`src/rtl/accel_pkg.sv`:
```
// Shared types and constants for the accelerometer sample filter.
package accel_pkg;

    localparam int AXIS_W = 16;

    typedef enum logic [3:0] {
        WAIT_READY   = 4'd0,
        IDLE         = 4'd1,
        FETCH        = 4'd2,
        WAIT_BUSY_HI = 4'd3,
        WAIT_BUSY_LO = 4'd4,
        CAPTURE      = 4'd5,
        UPDATE       = 4'd6,
        OUTPUT       = 4'd7
    } state_e;

    // Bits needed to hold every value 0..max_val.
    function automatic int cnt_width(input int max_val);
        return (max_val < 2) ? 1 : $clog2(max_val + 1);
    endfunction

endpackage

```
`src/rtl/moving_avg_axis.sv`:
```
// One axis of the moving-average filter: history ring, running sum and
// the arithmetic-shift average.
module moving_avg_axis
    import accel_pkg::*;
#(
    parameter int LOG2_DEPTH = 3
) (
    input  logic                         clk,
    input  logic                         reset,
    input  logic signed [AXIS_W-1:0]     sample,
    input  logic                         capture,
    input  logic                         update,
    input  logic        [LOG2_DEPTH-1:0] wr_ptr,
    output logic signed [AXIS_W-1:0]     avg
);

    localparam int DEPTH = 1 << LOG2_DEPTH;
    localparam int SUM_W = AXIS_W + LOG2_DEPTH;

    logic signed [AXIS_W-1:0] hist_q [DEPTH];
    logic signed [AXIS_W-1:0] hist_d [DEPTH];
    logic signed [AXIS_W-1:0] smp_new_q, smp_new_d;
    logic signed [AXIS_W-1:0] smp_old_q, smp_old_d;
    logic signed [SUM_W-1:0]  sum_q, sum_d;
    logic signed [AXIS_W-1:0] avg_q, avg_d;

    always_ff @(posedge clk) begin
        if (reset) begin
            hist_q    <= '{default: '0};
            smp_new_q <= '0;
            smp_old_q <= '0;
            sum_q     <= '0;
            avg_q     <= '0;
        end else begin
            hist_q    <= hist_d;
            smp_new_q <= smp_new_d;
            smp_old_q <= smp_old_d;
            sum_q     <= sum_d;
            avg_q     <= avg_d;
        end
    end

    always_comb begin
        hist_d    = hist_q;
        smp_new_d = smp_new_q;
        smp_old_d = smp_old_q;
        sum_d     = sum_q;
        avg_d     = avg_q;
        if (capture) begin
            smp_new_d = sample;
            smp_old_d = hist_q[wr_ptr];
        end
        // The average is registered from the new sum so it is already stable
        // during the cycle the top level strobes filt_valid.
        if (update) begin
            sum_d          = sum_q + SUM_W'(smp_new_q) - SUM_W'(smp_old_q);
            hist_d[wr_ptr] = smp_new_q;
            avg_d          = AXIS_W'(sum_d >>> LOG2_DEPTH);
        end
    end

    assign avg = avg_q;

endmodule

```
`src/rtl/accel_sample_filter.sv`:
```
// Polls the ADXL345 SPI controller and produces per-axis moving averages.
//
// state        | meaning
// WAIT_READY   | wait for controller configured and idle
// IDLE         | period countdown before the next fetch
// FETCH        | one-cycle fetch request, timeout counter cleared
// WAIT_BUSY_HI | wait for controller to accept the request
// WAIT_BUSY_LO | wait for the read transaction to finish
// CAPTURE      | latch new samples and the oldest history entries
// UPDATE       | update running sums, history, write pointer, count
// OUTPUT       | filt_valid strobe, back to IDLE
module accel_sample_filter
    import accel_pkg::*;
#(
    parameter int PERIOD_CYCLES  = 50000,
    parameter int LOG2_DEPTH     = 3,
    parameter int TIMEOUT_CYCLES = 4096
) (
    input  logic                     clk,
    input  logic                     reset,
    input  logic                     enable,
    input  logic                     dev_ready,
    input  logic                     dev_busy,
    input  logic signed [AXIS_W-1:0] x_in,
    input  logic signed [AXIS_W-1:0] y_in,
    input  logic signed [AXIS_W-1:0] z_in,
    output logic                     fetch,
    output logic signed [AXIS_W-1:0] filt_x,
    output logic signed [AXIS_W-1:0] filt_y,
    output logic signed [AXIS_W-1:0] filt_z,
    output logic                     filt_valid,
    output logic                     primed,
    output logic                     timeout_err
);

    localparam int DEPTH = 1 << LOG2_DEPTH;
    localparam int PER_W = cnt_width(PERIOD_CYCLES);
    localparam int TO_W  = cnt_width(TIMEOUT_CYCLES);
    localparam int CNT_W = LOG2_DEPTH + 1;

    localparam logic [PER_W-1:0] PER_LOAD = PER_W'(PERIOD_CYCLES - 1);
    localparam logic [TO_W-1:0]  TO_LAST  = TO_W'(TIMEOUT_CYCLES - 1);
    localparam logic [CNT_W-1:0] CNT_FULL = CNT_W'(DEPTH);

    state_e                state_q, state_d;
    logic [PER_W-1:0]      per_cnt_q, per_cnt_d;
    logic [TO_W-1:0]       to_cnt_q, to_cnt_d;
    logic [LOG2_DEPTH-1:0] wr_ptr_q, wr_ptr_d;
    logic [CNT_W-1:0]      smp_cnt_q, smp_cnt_d;
    logic                  primed_q, primed_d;
    logic                  timeout_err_q, timeout_err_d;
    logic                  capture, update;

    always_ff @(posedge clk) begin
        if (reset) begin
            state_q       <= WAIT_READY;
            per_cnt_q     <= '0;
            to_cnt_q      <= '0;
            wr_ptr_q      <= '0;
            smp_cnt_q     <= '0;
            primed_q      <= 1'b0;
            timeout_err_q <= 1'b0;
        end else begin
            state_q       <= state_d;
            per_cnt_q     <= per_cnt_d;
            to_cnt_q      <= to_cnt_d;
            wr_ptr_q      <= wr_ptr_d;
            smp_cnt_q     <= smp_cnt_d;
            primed_q      <= primed_d;
            timeout_err_q <= timeout_err_d;
        end
    end

    always_comb begin
        state_d       = state_q;
        per_cnt_d     = per_cnt_q;
        to_cnt_d      = to_cnt_q;
        wr_ptr_d      = wr_ptr_q;
        smp_cnt_d     = smp_cnt_q;
        primed_d      = primed_q;
        timeout_err_d = timeout_err_q;
        capture       = 1'b0;
        update        = 1'b0;
        fetch         = 1'b0;
        filt_valid    = 1'b0;
        case (state_q)
            WAIT_READY: begin
                if (dev_ready && !dev_busy) begin
                    state_d   = IDLE;
                    per_cnt_d = PER_LOAD;
                end
            end
            IDLE: begin
                if (per_cnt_q != '0) begin
                    per_cnt_d = per_cnt_q - PER_W'(1);
                end else if (enable) begin
                    state_d = FETCH;
                end
            end
            FETCH: begin
                fetch    = 1'b1;
                to_cnt_d = '0;
                state_d  = WAIT_BUSY_HI;
            end
            // A late busy edge on the final allowed cycle still counts as progress.
            WAIT_BUSY_HI: begin
                to_cnt_d = to_cnt_q + TO_W'(1);
                if (dev_busy) begin
                    state_d = WAIT_BUSY_LO;
                end else if (to_cnt_q >= TO_LAST) begin
                    state_d       = WAIT_READY;
                    timeout_err_d = 1'b1;
                end
            end
            WAIT_BUSY_LO: begin
                to_cnt_d = to_cnt_q + TO_W'(1);
                if (!dev_busy) begin
                    state_d = CAPTURE;
                end else if (to_cnt_q >= TO_LAST) begin
                    state_d       = WAIT_READY;
                    timeout_err_d = 1'b1;
                end
            end
            CAPTURE: begin
                capture = 1'b1;
                state_d = UPDATE;
            end
            UPDATE: begin
                update   = 1'b1;
                wr_ptr_d = wr_ptr_q + LOG2_DEPTH'(1);
                if (smp_cnt_q != CNT_FULL) begin
                    smp_cnt_d = smp_cnt_q + CNT_W'(1);
                end
                if (smp_cnt_d == CNT_FULL) begin
                    primed_d = 1'b1;
                end
                state_d = OUTPUT;
            end
            OUTPUT: begin
                filt_valid = 1'b1;
                per_cnt_d  = PER_LOAD;
                state_d    = IDLE;
            end
            default: state_d = WAIT_READY;
        endcase
    end

    moving_avg_axis #(.LOG2_DEPTH(LOG2_DEPTH)) u_avg_x (
        .clk     (clk),
        .reset   (reset),
        .sample  (x_in),
        .capture (capture),
        .update  (update),
        .wr_ptr  (wr_ptr_q),
        .avg     (filt_x)
    );

    moving_avg_axis #(.LOG2_DEPTH(LOG2_DEPTH)) u_avg_y (
        .clk     (clk),
        .reset   (reset),
        .sample  (y_in),
        .capture (capture),
        .update  (update),
        .wr_ptr  (wr_ptr_q),
        .avg     (filt_y)
    );

    moving_avg_axis #(.LOG2_DEPTH(LOG2_DEPTH)) u_avg_z (
        .clk     (clk),
        .reset   (reset),
        .sample  (z_in),
        .capture (capture),
        .update  (update),
        .wr_ptr  (wr_ptr_q),
        .avg     (filt_z)
    );

    assign primed      = primed_q;
    assign timeout_err = timeout_err_q;

endmodule

```
`config.mk`:
```
export PLATFORM = sky130hd
export DESIGN_NAME = accel_sample_filter
export DESIGN_NICKNAME = d
export VERILOG_FILES = /design/src/rtl/accel_pkg.sv /design/src/rtl/moving_avg_axis.sv /design/src/rtl/accel_sample_filter.sv
export SDC_FILE = /design/constraint.sdc
export NUM_CORES = 2
export LEC_CHECK = 0
export BUFFER_PORTS_ARGS = -buffer_cell sky130_fd_sc_hd__buf_4
export CORE_MARGIN = 4
export CORE_UTILIZATION = 35
export DETAILED_ROUTE_END_ITERATION = 8
export HOLD_SLACK_MARGIN = 0.06
export PLACE_DENSITY_LB_ADDON = 0.08
export SYNTH_ARGS = -nofsm -noshare
export SYNTH_HDL_FRONTEND = slang
export SYNTH_SLANG_ARGS = --single-unit
```
`constraint.sdc`:
```
create_clock -name clk -period 3.7 [get_ports clk]
set_input_delay 0 -clock clk [delete_from_list [all_inputs] [get_ports clk]]
set_output_delay 0 -clock clk [all_outputs]
set_load 0.05 [all_outputs]
```
# ---- After elaboration in Yosys (flattened, before gate mapping)
# Cells that the tools add are included.
dict set report totals {
  reg_bits 627
  input_bits 53
  word_cells 120
}
dict set report op_classes {
  add_sub_neg 10
  order_cmp 3
  n_eq_ne 15
  n_mux 35
  n_bitwise 1
  n_reduce_logical 13
}
# operator count
set ops {}
lappend ops {{128-bit bitwise mux} 3}
lappend ops {{16-bit binary-select mux with 3-bit select} 3}
lappend ops {{16-bit two-way mux} 9}
lappend ops {{19-bit by 16-bit adder with 19-bit output} 3}
lappend ops {{19-bit by 16-bit subtractor with 19-bit output} 3}
lappend ops {{16-bit demux with 3-bit select} 1}
lappend ops {{16-bit one-hot mux with 3 select lines} 1}
lappend ops {{4-bit two-way mux} 8}
lappend ops {{4-bit one-hot mux with 8 select lines} 1}
lappend ops {{13-bit one-hot mux with 2 select lines} 1}
lappend ops {{4-bit by 3-bit equality test with 1-bit output (second input constant)} 4}
lappend ops {{16-bit nonzero test} 1}
lappend ops {{16-bit by 1-bit subtractor with 16-bit output (second input constant)} 1}
lappend ops {{13-bit by 1-bit adder with 13-bit output (second input constant)} 1}
lappend ops {{13-bit by 12-bit >= comparator with 1-bit output (second input constant)} 1}
lappend ops {{2-bit inequality test (second input constant)} 6}
lappend ops {{3-bit AND reduction} 3}
lappend ops {{4-bit by 2-bit equality test with 1-bit output (second input constant)} 2}
lappend ops {{1-bit two-way mux} 7}
lappend ops {{4-bit by 1-bit adder with 4-bit output (second input constant)} 1}
lappend ops {{4-bit by 1-bit equality test with 1-bit output (second input constant)} 1}
lappend ops {{4-bit equality test (second input constant)} 1}
lappend ops {{4-bit >= comparator (second input constant)} 1}
lappend ops {{4-bit zero test} 1}
lappend ops {{other kinds (11)} 13}

# ---- Logic depth before layout (Yosys ltp)
dict set report logic_depth {
  ltp_word 6
  mapped_depth 15
}

# ---- Modules after synthesis
# A second synthesis with hierarchy kept.
dict set report hier_totals {
  cells_unflattened 3463
  area_unflattened_um2 29188.0
}
# mod n_inst cells_per_inst area_each_um2
set modules_own_cells {}
lappend modules_own_cells {{moving_avg_axis at u_avg_y} 1 1058 8987.4}
lappend modules_own_cells {{moving_avg_axis at u_avg_z} 1 1051 8971.1}
lappend modules_own_cells {{moving_avg_axis at u_avg_x} 1 1060 8904.8}
lappend modules_own_cells {accel_sample_filter 1 294 2324.7}

# ---- Worst setup path before layout
# No wires, ideal clock.
dict set report synth_path {
  path_type {flip-flop to flip-flop}
  from {register u_avg_x.smp_new_q[1]}
  to {register u_avg_x.avg_q[15], in the netlist u_avg_x.avg[15]}
  setup_ns 0.121
  arrival_ns 3.264
  path_slack_ns 0.315
  path_stages_with_launch 14
  path_cell_list {dfxtp_1 -> clkbuf_1 -> inv_1 -> fa_1 -> inv_1 -> fa_1 -> a211oi_2 -> o21a_2 -> o211ai_2 -> a31oi_2 -> o21ai_2 -> a2111oi_0 -> a211o_1 -> mux2_4}
}
dict set report synth_via {
  elab_chain_len 2
}
# element line_no
set synth_rtl {}
lappend synth_rtl {{start: declaration} moving_avg_axis.sv:22} ;# logic signed [AXIS_W-1:0] smp_new_q, smp_new_d;
lappend synth_rtl {{start signal: assignment} moving_avg_axis.sv:36} ;# smp_new_q <= smp_new_d;
lappend synth_rtl {{19-bit by 16-bit adder with 19-bit output} moving_avg_axis.sv:56} ;# sum_d = sum_q + SUM_W'(smp_new_q) - SUM_W'(smp_old_q);
lappend synth_rtl {{19-bit by 16-bit subtractor with 19-bit output} moving_avg_axis.sv:56}
lappend synth_rtl {{end signal: assignment} moving_avg_axis.sv:39} ;# avg_q <= avg_d;
lappend synth_rtl {{end: declaration} moving_avg_axis.sv:25} ;# logic signed [AXIS_W-1:0] avg_q, avg_d;
# Every way passes these cells.
# A chain may end at the register's enable or synchronous reset.

# ---- Worst setup path after layout
dict set report layout_path {
  from {register u_avg_x.sum_q[1]}
  to {register u_avg_x.avg_q[15], in the netlist u_avg_x.avg[15]}
}
dict set report layout_via {
  elab_chain_len 2
}
# element line_no
set layout_rtl {}
lappend layout_rtl {{start: declaration} moving_avg_axis.sv:24} ;# logic signed [SUM_W-1:0] sum_q, sum_d;
lappend layout_rtl {{start signal: assignment} moving_avg_axis.sv:38} ;# sum_q <= sum_d;
lappend layout_rtl {{19-bit by 16-bit adder with 19-bit output} moving_avg_axis.sv:56}
lappend layout_rtl {{19-bit by 16-bit subtractor with 19-bit output} moving_avg_axis.sv:56}
# Every way passes these cells.

==> flow_metrics.py <==
metrics = {
    "die": {
        "fp.dieH_um": 291.4,
        "die_area_mm2": 0.08490,
        "fp-row-count": 103,
        "die_width_um": 291.4,
        "coreArea_mm2": 0.07926,
        "i_o_pin_cnt": 105,
        "initial_core_util": 0.3546,
    },
    "yosys": {
        "post-synth-top-count-cell": "sky130_fd_sc_hd__nand2_1",
        "postSynthRegisterBits": 579,
        "synth_top_area_cell": "sky130_fd_sc_hd__dfxtp_1",
        "ys_top_cells_by_count": "sky130_fd_sc_hd__nand2_1, sky130_fd_sc_hd__dfxtp_1, sky130_fd_sc_hd__a21oi_1",
        "ys_async_sr_fraction": 0,
        "synthFlopType": "sky130_fd_sc_hd__dfxtp_1",
        "synth-simple-area-share": 0.1810,
        "synth_fa_ha_area_frac": 0.06606,
        "synth-edff-count": 0,
        "post_synth_inst_count": 3403,
        "syn_avg_cell_area_um2": 8.259,
        "synth-xor-area-share": 0.01620,
        "yosys_warnings": 0,
        "synth_nets": 3572,
        "netlist_area_before_placement_mm2": 0.02811,
        "synth_top_cell_area_share": 0.4124,
        "synth.area.mux_share": 0.09687,
        "synth.top_cells.by_area": "sky130_fd_sc_hd__dfxtp_1, sky130_fd_sc_hd__nand2_1, sky130_fd_sc_hd__a21oi_1, sky130_fd_sc_hd__mux4_2, sky130_fd_sc_hd__fa_1",
        "synth_cell_type_count": 88,
        "synth_top_family_by_area": "simple AND/OR/NAND/NOR gates",
        "share_of_the_synthesized_area_in_compound_gates_ao_oa_aoi_oai": 0.1466,
        "synth-seq-area-share": 0.4124,
    },
    "critical_path": {
        "worst_path_arrival_time_ps": 4010,
        "rr_endpoint": "u_avg_x.avg[15]",
        "cp.required_ps": 4190,
        "setup.reg_to_reg.worst_slack_ps": 180,
        "r2r_start": "u_avg_x.sum_q[1]",
        "worst_setup_path_start_kind": "register",
        "timing.critical_path.fanout_max": 3,
        "critical_path_class": "reg -> reg",
        "worstRegToRegCells": 12,
        "setup.worst_path.end_class": "register",
    },
    "clock_tree": {
        "cts_sinks": 579,
        "cts_setup_buffers": 0,
        "cts_buffers": 69,
        "cts-root-buf": "sky130_fd_sc_hd__clkbuf_16",
        "clock_latency_ps": 620,
        "post_cts_resize_count": 0,
        "worst_setup_hold_path_clk_slew_ps": 60,
        "cts-root-to-sink-buffers": 3,
        "tritoncts": "built",
        "clock_tree.htree_level_count": 3,
    },
    "layout": {
        "drive_gt1_frac": 0.1257,
        "final_net_count": 3569,
        "multi_input_comb_area_mm2": 0.01433,
        "utilization": 0.4105,
        "final-seq-area_mm2": 0.01160,
        "count_of_inserted_antenna_diode_cells": 0,
        "layout.filler_cells": 7926,
        "areaGrowthSynthToFinish_pct": 15.75,
    },
    "placed_design": {
        "numPortBuffers": 104,
        "gp_congestion": 0.7653,
        "detailed_place_hpwl_um": 54580,
    },
    "route": {
        "wl_per_cell_um": 19.75,
        "drc": 0,
        "drt-vias-per-instance": 5.168,
        "route.final.wire_length_um": 88980,
        "ant_nets": 0,
        "dr_total_vias": 23280,
        "initialDrtViolationCount": 1658,
        "firstDrtPassIters": 5,
    },
    "global_route": {
        "first_global_vias": 22970,
        "groute.usage.overall": 0.2066,
        "number_of_antenna_violations_at_the_first_check_in_global_routing": 0,
        "grt_start_max_net_pins": 145,
        "grt_overflow_total": 0,
        "wire_length_of_the_first_global_routing_pass_um": 138200,
    },
    "outcome": {
        "run_status": "completed",
    },
    "timing": {
        "finalWorstPathRequiredPeriod_ps": 3518,
        "period_share": 0.9508,
        "achievable-frequency_ghz": 0.2842,
        "timing.max_slew.rel_slack": 0.3212,
        "report.final.slew_viol_count": 0,
        "finalHoldViolCount": 0,
        "post_route_clock_skew_ps": 22.26,
        "max_slew.worst_pin.slew_ps": 1018,
        "hold_ws_ps": 148.3,
        "finalSetupViolCount": 0,
        "setup_repair_after_global_routing_missed_its_margin": "false",
        "fin_setup_tns_ps": 0,
    },
    "pwr": {
        "p_per_area_mw_per_mm2": 422.7,
        "ir_worst_vdd_uv": 291.5,
        "leakagePower_nw": 11.17,
    },
    "min_path": {
        "min_path_type": "in -> reg",
        "min_delay_worst_endpoint": "state_q[1]",
        "holdPathStages": 4,
        "min_delay_startpoint": "dev_ready",
    },
    "flow_run": {
        "max-cap-violations": 0,
    },
}
## worst max-delay path, stage by stage, from the launching register on
cell and delay [ps]:
sky130_fd_sc_hd__dfxtp_1 320, sky130_fd_sc_hd__inv_1 60, sky130_fd_sc_hd__fa_1 540, sky130_fd_sc_hd__inv_1 70, sky130_fd_sc_hd__fa_1 500, sky130_fd_sc_hd__a211oi_2 290, sky130_fd_sc_hd__o21a_2 220, sky130_fd_sc_hd__o211ai_2 130
sky130_fd_sc_hd__a31oi_2 240, sky130_fd_sc_hd__o21ai_2 100, sky130_fd_sc_hd__a2111oi_0 460, sky130_fd_sc_hd__a211o_1 180, sky130_fd_sc_hd__mux2_4 290
## metrics by stage
step	instance area (µm²)	power, mW	setup WS [ps]	std cells
floorplan	28110	6.605	314.8	3403
global placement	29620	6.708	241.3	4326
detailed placement	29620	6.714	280.8	4326
CTS	32540	13.94	230.2	4504
global route	32540	14.21	29.67	4504
finish	32540	13.75	181.9	4504
## cells by family (layout without fill, tap and decap cells)
| logic type | Yosys count | count (layout) |
|---|---|---|
| AO/OA/AOI/OAI | 722 | 722 |
| other | 1 | 1 |
| multiplexers | 151 | 151 |
| AND/OR/NAND/NOR | 1243 | 1243 |
| XOR/XNOR | 52 | 52 |
| buffers and inverters | 539 | 590 |
| adder cells (fa/ha/maj) | 116 | 116 |
| flip-flops | 579 | 579 |
## worst max-delay path by stage
| stage | startpoint | to | slack [ps] | cells past startpoint |
|---|---|---|---|---|
| 6_report | u_avg_x.sum_q[1] | u_avg_x.avg[15] | 180 | 12 |
| 3_3_place_gp | u_avg_x.sum_q[1] | u_avg_x.avg[15] | 240 | 12 |
| 2_1_floorplan | u_avg_x.smp_new_q[1] | u_avg_x.avg[15] | 310 | 13 |
| 3_5_place_dp | u_avg_x.sum_q[1] | u_avg_x.avg[15] | 280 | 12 |
| 4_1_cts | u_avg_x.sum_q[1] | u_avg_x.avg[15] | 230 | 12 |
| 5_1_grt | u_avg_x.sum_q[1] | u_avg_x.avg[15] | 30 | 12 |
## what timing repair did
action,CTS,global route
hold endpoints to repair,135,0
hold buffers,53,0
endpoints found under the setup margin,0,0
## where the power goes
group	internal, mW	switching (mW)	leakage, nW	total (mW)
logic	0.141	0.204	5.34	0.345
clock network	4.37	2.76	1.17	7.13
registers	6.25	0.0225	4.67	6.28
## final cells by class
cell class	count	share of cell area
clock buffers	106	0.06392
clock inverters	19	0.009230
inverters	225	0.02596
multi-input cells	2285	0.4404
flip-flops and latches	579	0.3566
well taps	1050	0.04038
repair buffers	240	0.06353
## sequential cells by signal (all words and copies together) (netlist names), 4 cells and up
register / flops
per_cnt_q: 16
smp_cnt_q: 4
state_q: 4
to_cnt_q: 13
u_avg_x.avg: 16
u_avg_x.hist_q: 128
u_avg_x.smp_new_q: 16
u_avg_x.smp_old_q: 16
u_avg_y.avg: 16
u_avg_y.hist_q: 128
u_avg_y.smp_new_q: 16
u_avg_y.smp_old_q: 16
u_avg_z.avg: 16
u_avg_z.hist_q: 128
u_avg_z.smp_new_q: 16
u_avg_z.smp_old_q: 16
## layout by cell type, fill, tap and decap left out, drive strengths merged, types with 6 or more instances in the layout
master	n
fa	54
xor2	21
inv	227
nor3b	9
dfxtp	579
nor2b	12
mux2i	50
or3	10
mux4	96
clkinv	10
dlygate4sd3	53
nor3	19
nand2b	10
or2	7
xnor2	31
and3	9
o21a	7
clkbuf	106
nand4	8
nor2	133
o211ai	6
a21oi	524
ha	62
o21ai	35
bufinv	7
nand2	967
nand3b	9
a211oi	64
nand3	29
a31oi	6
a21o	24
buf	187
## routing by layer
metal / GRT usage / vias to the layer above / part of all wire
met5: 0 / - / 0
met1: 0.2916 / 11350 / 0.47
met4: 0.05107 / 0 / 0.023
met2: 0.3298 / 570 / 0.45
li1: - / 11230 / -
met3: 0.03586 / 127 / 0.057
Note: power is estimated with default switching activity, not from simulation.
